<file path="src/rtl/sdiv_pkg.sv">
// sdiv_pkg: shared types and constants for the sequential signed divider.
// Holds the FSM state enum, default widths and the counter width helper.
package sdiv_pkg;

   typedef enum logic [1:0] {
      IDLE,
      ITER,
      FIX,
      DONE
   } state_t;

   localparam int N_DEF = 12;
   localparam int M_DEF = 5;

   function automatic int cnt_w(input int n);
      return $clog2(n + 1);
   endfunction

endpackage

</file>
<file path="src/rtl/sdiv_addsub.sv">
// sdiv_addsub: W-bit ripple subtractor a - b built from full-adder cells.
// b is inverted and carry-in is 1; borrow_o is high when a < b.
module sdiv_addsub #(
   parameter int W = 6
) (
   input  logic [W-1:0] a_i,
   input  logic [W-1:0] b_i,
   output logic [W-1:0] diff_o,
   output logic         borrow_o
);

   logic [W:0] c;

   assign c[0] = 1'b1;

   for (genvar i = 0; i < W; i++) begin : g_fa
      logic bn;
      assign bn        = ~b_i[i];
      assign diff_o[i] = a_i[i] ^ bn ^ c[i];
      assign c[i+1]    = (a_i[i] & bn) | (a_i[i] & c[i]) | (bn & c[i]);
   end

   assign borrow_o = ~c[W];

endmodule

</file>
<file path="src/rtl/sdiv_seq.sv">
// sdiv_seq: sequential signed divider, restoring radix-2 on magnitudes.
// Optional zero-divisor early exit is enabled by defining SDIV_DZ_CHK_EN.
module sdiv_seq
   import sdiv_pkg::*;
#(
   parameter int N = N_DEF,
   parameter int M = M_DEF
) (
   input  logic         clk,
   input  logic         rst,
   input  logic         start,
   input  logic [N-1:0] dividend,
   input  logic [M-1:0] divisor,
   output logic         busy,
   output logic         done,
   output logic [N-1:0] quotient,
   output logic [M-1:0] remainder,
   output logic         ovf,
   output logic         dz
);

   localparam int CW = cnt_w(N);

   state_t         state_q;
   logic [N-1:0]   dq_q;
   logic [M-1:0]   pr_q;
   logic [M-1:0]   dsr_q;
   logic [CW-1:0]  cnt_q;
   logic           dvd_neg_q;
   logic           dsr_neg_q;
   logic           dvd_min_q;
   logic           busy_q;
   logic           done_q;
   logic           ovf_q;
   logic [N-1:0]   quo_q;
   logic [M-1:0]   rem_q;

   logic           dvd_neg;
   logic           dsr_neg;
   logic [N-1:0]   dvd_mag;
   logic [M-1:0]   dsr_mag;
   logic [M:0]     pr_sh;
   logic [M:0]     diff;
   logic           borrow;
   logic           unused_diff_msb;
   logic [N-1:0]   quo_fix;
   logic [M-1:0]   rem_fix;
   logic           ovf_fix;

   assign dvd_neg = dividend[N-1];
   assign dsr_neg = divisor[M-1];
   assign dvd_mag = dvd_neg ? (~dividend + N'(1)) : dividend;
   assign dsr_mag = dsr_neg ? (~divisor + M'(1)) : divisor;

   // dq_q shifts dividend bits out of the top and quotient bits in below
   assign pr_sh = {pr_q, dq_q[N-1]};

   sdiv_addsub #(
      .W(M + 1)
   ) u_sub (
      .a_i     (pr_sh),
      .b_i     ({1'b0, dsr_q}),
      .diff_o  (diff),
      .borrow_o(borrow)
   );

   // a kept difference is below the divisor magnitude, so its MSB is 0
   assign unused_diff_msb = diff[M];

   assign quo_fix = (dvd_neg_q ^ dsr_neg_q) ? (~dq_q + N'(1)) : dq_q;
   assign rem_fix = dvd_neg_q ? (~pr_q + M'(1)) : pr_q;
   assign ovf_fix = dvd_min_q & dsr_neg_q & (dsr_q == M'(1));

`ifdef SDIV_DZ_CHK_EN
   logic dz_q;
`endif

   // Control FSM, iteration datapath and registered outputs
   always_ff @(posedge clk or posedge rst) begin
      if (rst) begin
         state_q   <= IDLE;
         dq_q      <= '0;
         pr_q      <= '0;
         dsr_q     <= '0;
         cnt_q     <= '0;
         dvd_neg_q <= 1'b0;
         dsr_neg_q <= 1'b0;
         dvd_min_q <= 1'b0;
         busy_q    <= 1'b0;
         done_q    <= 1'b0;
         ovf_q     <= 1'b0;
         quo_q     <= '0;
         rem_q     <= '0;
`ifdef SDIV_DZ_CHK_EN
         dz_q      <= 1'b0;
`endif
      end else begin
         unique case (state_q)
            IDLE: begin
               done_q <= 1'b0;
               if (start) begin
`ifdef SDIV_DZ_CHK_EN
                  if (divisor == '0) begin
                     quo_q   <= '0;
                     rem_q   <= '0;
                     ovf_q   <= 1'b0;
                     dz_q    <= 1'b1;
                     busy_q  <= 1'b1;
                     state_q <= DONE;
                  end else begin
                     dz_q    <= 1'b0;
`else
                  begin
`endif
                     dq_q      <= dvd_mag;
                     dsr_q     <= dsr_mag;
                     dvd_neg_q <= dvd_neg;
                     dsr_neg_q <= dsr_neg;
                     dvd_min_q <= dvd_neg && (dvd_mag == {1'b1, {(N-1){1'b0}}});
                     pr_q      <= '0;
                     cnt_q     <= '0;
                     ovf_q     <= 1'b0;
                     busy_q    <= 1'b1;
                     state_q   <= ITER;
                  end
               end
            end
            ITER: begin
               pr_q <= borrow ? pr_sh[M-1:0] : diff[M-1:0];
               dq_q <= {dq_q[N-2:0], ~borrow};
               if (cnt_q == CW'(N - 1)) begin
                  state_q <= FIX;
               end else begin
                  cnt_q <= cnt_q + CW'(1);
               end
            end
            FIX: begin
               quo_q   <= quo_fix;
               rem_q   <= rem_fix;
               ovf_q   <= ovf_fix;
               state_q <= DONE;
            end
            DONE: begin
               done_q  <= 1'b1;
               busy_q  <= 1'b0;
               state_q <= IDLE;
            end
            default: state_q <= IDLE;
         endcase
      end
   end

   assign busy      = busy_q;
   assign done      = done_q;
   assign quotient  = quo_q;
   assign remainder = rem_q;
   assign ovf       = ovf_q;
`ifdef SDIV_DZ_CHK_EN
   assign dz        = dz_q;
`else
   assign dz        = 1'b0;
`endif

endmodule

</file>
<file path="config.mk">
export PLATFORM = sky130hd
export DESIGN_NAME = sdiv_seq
export DESIGN_NICKNAME = d
export VERILOG_FILES = /design/src/rtl/sdiv_pkg.sv /design/src/rtl/sdiv_addsub.sv /design/src/rtl/sdiv_seq.sv
export SDC_FILE = /design/constraint.sdc
export NUM_CORES = 1
export LEC_CHECK = 0
export BUFFER_PORTS_ARGS = -buffer_cell sky130_fd_sc_hd__buf_4
export CAP_MARGIN = 20
export CORE_AREA = 8 8 85 95
export DETAILED_ROUTE_END_ITERATION = 6
export DIE_AREA = 0 0 93 103
export HOLD_SLACK_MARGIN = 0.03
export PLACE_DENSITY = 0.66
export SETUP_SLACK_MARGIN = 0.1
export SYNTH_ARGS = -nofsm -noshare
export SYNTH_HDL_FRONTEND = slang
export SYNTH_SLANG_ARGS = --single-unit
</file>
<file path="constraint.sdc">
create_clock -name clk -period 3.3 [get_ports clk]
set_clock_uncertainty 0.15 [all_clocks]
set_input_delay 0.825 -clock clk [delete_from_list [all_inputs] [get_ports clk]]
set_output_delay 0.825 -clock clk [all_outputs]
set_load 0.02 [all_outputs]
</file>
* Word-level counts from Yosys, hierarchy flattened
Cells that the tools add are included.
** Word-level totals
- Bits in registers :: 51
- Output and inout port bits :: 21
** Cells by class
- Add/sub/neg operators :: 5
- Equal/unequal tests :: 9
- Multiplexer cells :: 20
- Bitwise operators :: 48
- Reductions and logical operators :: 11
** Operator list (number)
- $mux W12 :: 3
- $add A12 B1 Y12 const B :: 2
- $not A12 Y12 :: 2
- $pmux W12 S2 :: 1
- $mux W5 :: 4
- $and A1 B1 Y1 :: 16
- $eq A12 B12 Y1 const B :: 1
- $or A1 B1 Y1 :: 12
- $add A5 B1 Y5 const B :: 2
- $not A5 Y5 :: 2
- $pmux W5 S2 :: 1
- $reduce_and A2 Y1 :: 5
- $xor A1 B1 Y1 :: 10
- $mux W4 :: 2
- $pmux W2 S4 :: 1
- $pmux W4 S2 :: 1
- $ne A2 B2 Y1 const B :: 3
- $not A1 Y1 :: 6
- $pmux W1 S2 :: 3
- $reduce_bool A2 Y1 :: 3
- $eq A5 B1 Y1 const B :: 1
- $add A4 B1 Y4 const B :: 1
- $eq A2 B2 Y1 const B :: 2
- $eq A4 B4 Y1 const B :: 1
- other kinds (6) :: 8

* Logic depth before layout (Yosys ltp)
Gate-level depths: netlist of the first run.
- Word-level depth :: 21
- Depth in mapped cells :: 13
- Depth with buffers taken out :: 13

* Hierarchy
From an unflattened synthesis of the first run, not the netlist that was laid out.
** Second synthesis, totals
- Cell total of the unflattened synthesis :: 319
- Area, all modules :: 2987.9 µm²
** Modules (own cells, without submodules)
- sdiv_seq :: instances 1, cells an instance 301, area an instance 2830.2 µm², sequential area each 1276.2 µm²
- sdiv_addsub :: instances 1, cells an instance 18, area an instance 157.7 µm², sequential area each 0.0 µm²

* Worst setup path after synthesis of the first run
OpenSTA, ideal clock, no wires.
- Kind :: reg-to-reg
- From :: register dq_q[11]
- To :: register pr_q[1]
- Arrival :: 2414 ps
- Required time :: 3020 ps
- Setup slack :: 606 ps
- Stages on the path, launching flop included :: 13
- Path through :: dfrtp_1 -> inv_1 -> ha_1 -> inv_1 -> fa_1 -> inv_1 -> fa_1 -> fa_1 -> inv_1 -> fa_1 -> nor2_1 -> mux2i_1 -> o22ai_1
** Between the ends
- Longest elaborated chain between the ends :: 20
- Elaborated cells between the ends (all ways) :: 25
- Classes of those cells :: mux (2); bitwise (23)
** Ends and longest elaborated chain
- from (decl) :: RTL line sdiv_seq.sv:25 : logic [N-1:0] dq_q;
- from (signal assigned) :: RTL line sdiv_seq.sv:115 : dq_q <= dvd_mag;
- from (signal assigned) :: RTL line sdiv_seq.sv:130 : dq_q <= {dq_q[N-2:0], ~borrow};
- $and A1 B1 Y1 :: RTL line sdiv_addsub.sv:20 : assign c[i+1] = (a_i[i] & bn) | (a_i[i] & c[i]) | (bn & c[i]);
- $or A1 B1 Y1 (*) (2 in a row) :: RTL line sdiv_addsub.sv:20
- $and A1 B1 Y1 :: RTL line sdiv_addsub.sv:20
- $or A1 B1 Y1 (2 in a row) :: RTL line sdiv_addsub.sv:20
- $and A1 B1 Y1 :: RTL line sdiv_addsub.sv:20
- $or A1 B1 Y1 (2 in a row) :: RTL line sdiv_addsub.sv:20
- $and A1 B1 Y1 :: RTL line sdiv_addsub.sv:20
- $or A1 B1 Y1 (2 in a row) :: RTL line sdiv_addsub.sv:20
- $and A1 B1 Y1 :: RTL line sdiv_addsub.sv:20
- $or A1 B1 Y1 (2 in a row) :: RTL line sdiv_addsub.sv:20
- $and A1 B1 Y1 :: RTL line sdiv_addsub.sv:20
- $or A1 B1 Y1 (2 in a row) :: RTL line sdiv_addsub.sv:20
- $mux W5 (*) :: RTL line sdiv_seq.sv:129 : pr_q <= borrow ? pr_sh[M-1:0] : diff[M-1:0];
- $pmux W5 S2 (*) :: RTL line sdiv_seq.sv:98 : unique case (state_q)
- to (signal assigned) :: RTL line sdiv_seq.sv:129
- to (decl) :: RTL line sdiv_seq.sv:26 : logic [M-1:0] pr_q;
Mark *: on every way between the ends. The rest lies on a longest branch, timed or not.
A chain may end at the register's enable or synchronous reset.

* Worst setup path after layout of the first run
Same ends and word-level chain as after synthesis.

==> flow_summary.yaml, run 1 <==
place:
  portBuffers: 39
  place_congestion: 0.8349
  dpl_cell_area_mm2: 0.003337
  dp_hpwl_um: 4849
floorplanning:
  die-height_um: 103
  num_rows: 31
  die-area_mm2: 0.009579
  start_util_pct: 45.88
  fp.dieW_um: 93
  coreArea_mm2: 0.006439
  io_pins: 41
finish:
  final_cell_area_mm2: 0.003426
  drive_gt1_share_pct: 16.53
  syn_to_final_growth_pct: 15.97
  n_antenna_cell: 0
  finalNetCount: 396
  filler_cell_count: 626
drt:
  first_pass_iters: 4
  vias_per_cell: 5.396
  drt_wl_total_um: 6395
  wl_per_cell_um: 14.37
  drcViolationCount: 0
  drtIter0Drc: 147
  vias: 2401
  ant_nets: 0
global_route:
  grt_usage_pct: 14.16
  grt_max_degree: 34
  first_global_vias: 2375
  grt_overflow: 0
  antenna_found_initial: 0
  grt_pass1_wl_um: 11120
cts:
  root_buffer: "clkbuf_8"
  cts_tree: "done"
  cts_sinks: 51
  post-cts-setup-buffers: 0
  cts_hold_buf: 0
  ctsResizeCount: 0
  clk_path_buf_depth: 2
  htree_levels: 2
  cts_buffers: 5
  path_clk_slew_ns: 0.09
  clk_latency_ns: 0.29
yosys:
  async_reset_ff_share_pct: 100.0
  synth.area.top_cells: "dfrtp_1 43%, xnor2_1 4.7%, o21ai_0 4.4%"
  ys_seq_area_share_pct: 43.20
  synth_top_area_share_pct: 43.20
  synth_warnings: 0
  syn_inst: 323
  yosys_register_bits: 51
  yosysUniqueCellTypes: 49
  yosys.area.top_type: "dfrtp_1"
  synth_area_per_cell_um2: 9.146
  syn_area_mm2: 0.002954
  synth_flop_cell: "dfrtp_1"
  synth_fp_nets: 357
  synth_edf_count: 0
pwr:
  vdd_drop_max_uv: 340.5
  powerDensity_mw_per_mm2: 1002
  leakagePower_nw: 1.525
critical_path:
  path_delay_family: "adder cells"
  reg2reg_from: "dq_q[11]$_DFFE_PP0P_"
  max_stage_delay_ns: 0.41
  crit_chain: "inv_1 -> ha_1 -> inv_1 -> fa_1 -> inv_1 -> fa_1 -> fa_1 -> inv_1 -> fa_1 -> nor2_1 -> buf_4 -> mux2i_1 -> o22ai_1"
  arrival_ns: 2.76
  path_buf_inv: 5
  crit_path_top_delay_cell: "dfrtp_1"
  cp-start-kind: "register"
  crit_fanout: 9
  end_kind: "register"
  critPathKind: "reg -> reg"
  cp.required_ns: 3.32
  crit_start: "dq_q[11]$_DFFE_PP0P_"
sta:
  rsz0062_at_grt: "false"
  max_freq_mhz: 365.0
  slew_violations: 0
  min_period_ns: 2.740
  hold_violations: 0
  tns_ns: 0
  post-route-period-util_pct: 83.03
  tightest_slew_ns: 0.7431
  setup_viol: 0
  max_slew_margin_pct: 50.46
job:
  maxCapViolations: 0
hold_path:
  hold_path.class: "reg -> reg"
  min_from: "dsr_q[4]$_DFFE_PP0P_"
outcome:
  status: "completed"
## kinds of logic (layout without fill, tap and decap cells)
kind of cell	count (synthesis)	count (layout)	share of synthesized area (%)
buf+inv	42	82	5.506
flops	51	51	43.20
xor+xnor	25	25	7.412
compound gates	91	91	18.68
simple gates	89	89	14.57
fa+ha+maj	14	14	6.946
other cells	1	1	0.1269
mux	10	10	3.558
## path summary, 6_finish.rpt
kind | slack, ns | endpoint | depth (start not counted)
max reg2reg | 0.56 | pr_q[1]$_DFFE_PP0P_ | 13
min reg2reg | 0.33 | dsr_q[4]$_DFFE_PP0P_ | 2
min in group asynchronous | 0.36 | pr_q[2]$_DFFE_PP0P_ | 2
max in group asynchronous | 1.88 | remainder[3]$_DFFE_PP0P_ | 3
min | 0.33 | dsr_q[4]$_DFFE_PP0P_ | 2
max | 0.56 | pr_q[1]$_DFFE_PP0P_ | 13
## cells in the mapped netlist (all sizes together) (2+ instances only)
cell type	n
nor3	5
o22ai	6
xnor2	16
xor2	9
o21ai	27
nand3b	3
nand2b	2
a22o	4
a21oi	25
mux2	4
clkbuf	11
a31oi	6
nor4	2
dfrtp	51
nand3	8
ha	10
or4	4
nand2	24
nor2	30
fa	4
inv	28
a21boi	2
nand4	2
a22oi	5
nor2b	2
mux2i	6
buf	3
o31ai	6
a211oi	2
and3	2
## layout by cell type, fill, tap and decap left out, drive strengths merged, types with 2 or more instances in the layout
master,instances
dfrtp,51
buf,46
nor2,30
inv,28
o21ai,27
a21oi,25
nand2,24
xnor2,16
ha,10
xor2,9
nand3,8
clkbuf,7
o22ai,6
o31ai,6
mux2i,6
a31oi,6
a22oi,5
nor3,5
mux2,4
a22o,4
fa,4
or4,4
nand3b,3
nand2b,2
nand4,2
and3,2
a21boi,2
nor4,2
nor2b,2
a211oi,2
## per-stage QoR
stage | setup WS, ns | total power [mW] | hold slack (ns) | std cells | util (%)
floorplan | 0.6055 | 2.524 | 0.2995 | 323 | -
global placement | 0.6770 | 3.046 | 0.3138 | 436 | 51.83
detailed placement | 0.5868 | 3.095 | 0.3213 | 436 | 51.83
CTS | 0.5760 | 3.451 | 0.3418 | 444 | 53.09
global route | 0.4709 | 3.768 | 0.3522 | 445 | 53.21
finish | 0.5600 | 3.433 | 0.3349 | 445 | 53.21
## sequential cells by signal, indices dropped and copies added (netlist names), 2 cells and up
name and flops:
remainder 5, quotient 12, dq_q 12, pr_q 5, dsr_q 5, state_q 2, cnt_q 4
## power breakdown
| group | leakage (nW) | internal, mW | switching (mW) |
|---|---|---|---|
| clock network | 0.0422 | 0.149 | 0.193 |
| logic | 0.863 | 0.848 | 1.07 |
| registers | 0.620 | 0.906 | 0.265 |
## worst register-to-register path, cell delays in order (launching register included)
cell and delay [ns]:
dfrtp_1 0.41, inv_1 0.11, ha_1 0.15, inv_1 0.05, fa_1 0.35, inv_1 0.07, fa_1 0.17, fa_1 0.16
inv_1 0.05, fa_1 0.39, nor2_1 0.10, buf_4 0.17, mux2i_1 0.20, o22ai_1 0.08
## metal layers
layer	routed length, um	vias up	GRT usage, %	part of all wire (%)
met5	0	-	0	0
li1	-	1204	-	-
met4	88	0	5.583	1.4
met1	3022	1133	18.47	47
met3	394	8	2.986	6.2
met2	2890	56	22.42	45
## layout make-up
class,instances,area (um2),area share (%)
timing repair buffer,46,345.3,10.08
multi-input combinational,230,1515,44.23
clock inverter,1,5.005,0.1461
inverter,28,105.1,3.068
sequential,51,1276,37.25
clock buffer,7,76.32,2.228
tap,82,102.6,2.995
(Power assumes the default switching activity.)
==> inputs of run 2 (changes only) <==
Settings changed: PLACE_DENSITY 0.66 to 0.68.
Clock period 3.3 ns to 2.24 ns, I/O delays scaled along.
==> flow_summary.yaml, run 2 (synthesis results as in run 1) <==
outcome:
  status: "finished with violations"
  failed_checks: "setup timing"
pwr:
  leakagePower_nw: 1.608
  powerDensity_mw_per_mm2: 1522
  vdd_drop_max_uv: 555.1
floorplanning:
  start_util_pct: 45.88
  io_pins: 41
  fp.dieW_um: 93
  die-height_um: 103
  coreArea_mm2: 0.006439
  num_rows: 31
  die-area_mm2: 0.009579
sta:
  slew_violations: 0
  rsz0062_at_grt: "true"
  tns_ns: -1.861
  timing.hold.ws_ns: 0.1204
  setup_viol: 6
  setup_ws_ns: -0.3426
  post-route-period-util_pct: 115.3
  min_period_ns: 2.583
  max_freq_mhz: 387.2
  max_slew_margin_pct: 62.22
  hold_violations: 0
  tightest_slew_ns: 0.5616
critical_path:
  crit_chain: "inv_2 -> ha_4 -> inv_2 -> fa_2 -> inv_2 -> fa_2 -> fa_2 -> inv_2 -> fa_2 -> nor2_4 -> nor2_1 -> a21oi_1 -> o22ai_1"
  max_stage_delay_ns: 0.40
  cp-start-kind: "register"
  critPathKind: "reg -> reg"
  path_buf_inv: 4
  r2r_end: "pr_q[2]$_DFFE_PP0P_"
  cp.required_ns: 2.28
  reg2reg_depth: 13
  crit_fanout: 8
  reg2reg_from: "dq_q[11]$_DFFE_PP0P_"
  arrival_ns: 2.62
  ff2ff_setup_slack_ns: -0.34
  end_kind: "register"
  path_delay_family: "adder cells"
  crit_path_top_delay_cell: "dfrtp_1"
finish:
  layout_common_cells: "58 x buf_4, 51 x dfrtp_1, 29 x nor2_1"
  multiInputGateArea_mm2: 0.001554
  filler_cell_count: 596
  regArea_mm2: 0.001276
  n_antenna_cell: 0
  layout_commonest_cell: "buf_4"
  final_cells: 458
  syn_to_final_growth_pct: 22.24
  drive_gt1_share_pct: 23.14
  finalNetCount: 409
drt:
  drtIter0Drc: 207
  vias: 2466
  first_pass_iters: 6
  vias_per_cell: 5.384
  drt_wl_total_um: 6602
  drcViolationCount: 0
  wl_per_cell_um: 14.41
  ant_nets: 0
cts:
  root_buffer: "clkbuf_8"
  cts_tree: "done"
  clk_path_buf_depth: 2
  htree_levels: 2
  cts_sinks: 51
  clk_latency_ns: 0.30
  cts_buffers: 5
  path_clk_slew_ns: 0.10
job:
  maxCapViolations: 0
place:
  place_congestion: 0.8497
  dp_hpwl_um: 5042
  portBuffers: 39
  dp.cells: 447
global_route:
  grt_usage_pct: 14.57
  grt_max_degree: 31
  grt_overflow: 0
  grt_pass1_wl_um: 11180
  first_global_vias: 2393
  antenna_found_initial: 0
hold_path:
  hold_path.class: "in -> async"
==> run 2: changes by cell type in the layout (fill, tap and decap cells not counted), sizes merged <==
cell    previous run  this run
buf               46        59
bufinv             0         1
clkbuf             7         6
==> run 2: metrics by stage <==
step | setup slack [ns] | power, mW | cell area (um2) | utilization [%]
floorplan | -0.2763 | 3.800 | 2984 | -
global placement | -0.3154 | 4.679 | 3462 | 53.77
detailed placement | -0.3825 | 4.769 | 3462 | 53.77
CTS | -0.3304 | 5.521 | 3607 | 56.02
global route | -0.4502 | 6.012 | 3611 | 56.08
finish | -0.3426 | 5.495 | 3611 | 56.08
==> run 2: power breakdown <==
part	internal [mW]	switching, mW	leakage (nW)
Clock	0.362	0.304	0.0612
Combinational	1.43	1.68	0.926
Sequential	1.33	0.386	0.620
==> run 2: layout make-up <==
type                       count  share of cell area, %
tap                           82                  2.841
sequential                    51                  35.34
inverter                      28                  2.911
clock inverter                 2                 0.9702
multi-input combinational    230                  43.04
timing repair buffer          59                  12.61
clock buffer                   6                  2.287
==> run 2: timing repair <==
action                                  4_1_cts  5_1_grt
endpoints found under the setup margin        6        6
hold buffers                                  0        0
gates resized for setup                       3        1
gates cloned                                  0        0
buffers inserted                              3        0
pin swaps                                     6        0
==> run 2: worst reg2reg max path: cells and delay by family, from the launching register on <==
kind                     cells  cell delay (ns)
buffers and inverters        4             0.22
AND/OR/NAND/NOR              2             0.30
adder cells (fa/ha/maj)      5             1.19
flip-flops                   1             0.40
AO/OA/AOI/OAI                2             0.22
==> run 2: worst max path at each step <==
stage / start / endpoint / slack, ns / cells after the start
floorplan: dq_q[11]$_DFFE_PP0P_ / pr_q[4]$_DFFE_PP0P_ / -0.28 / 11
global placement: dq_q[11]$_DFFE_PP0P_ / pr_q[1]$_DFFE_PP0P_ / -0.32 / 12
detailed placement: dq_q[11]$_DFFE_PP0P_ / pr_q[0]$_DFFE_PP0P_ / -0.38 / 13
CTS: dq_q[11]$_DFFE_PP0P_ / pr_q[1]$_DFFE_PP0P_ / -0.33 / 12
global route: dq_q[11]$_DFFE_PP0P_ / pr_q[0]$_DFFE_PP0P_ / -0.45 / 13
finish: dq_q[11]$_DFFE_PP0P_ / pr_q[2]$_DFFE_PP0P_ / -0.34 / 13
==> run 2: metal layers <==
layer  vias to the layer above  share of wire (%)  global-route usage [%]
li1                       1239                  -                       -
met1                      1161                 50                   19.64
met5                         -                  0                       0
met4                         0                1.2                   5.211
met3                         8                4.5                   3.423
met2                        58                 44                   22.25
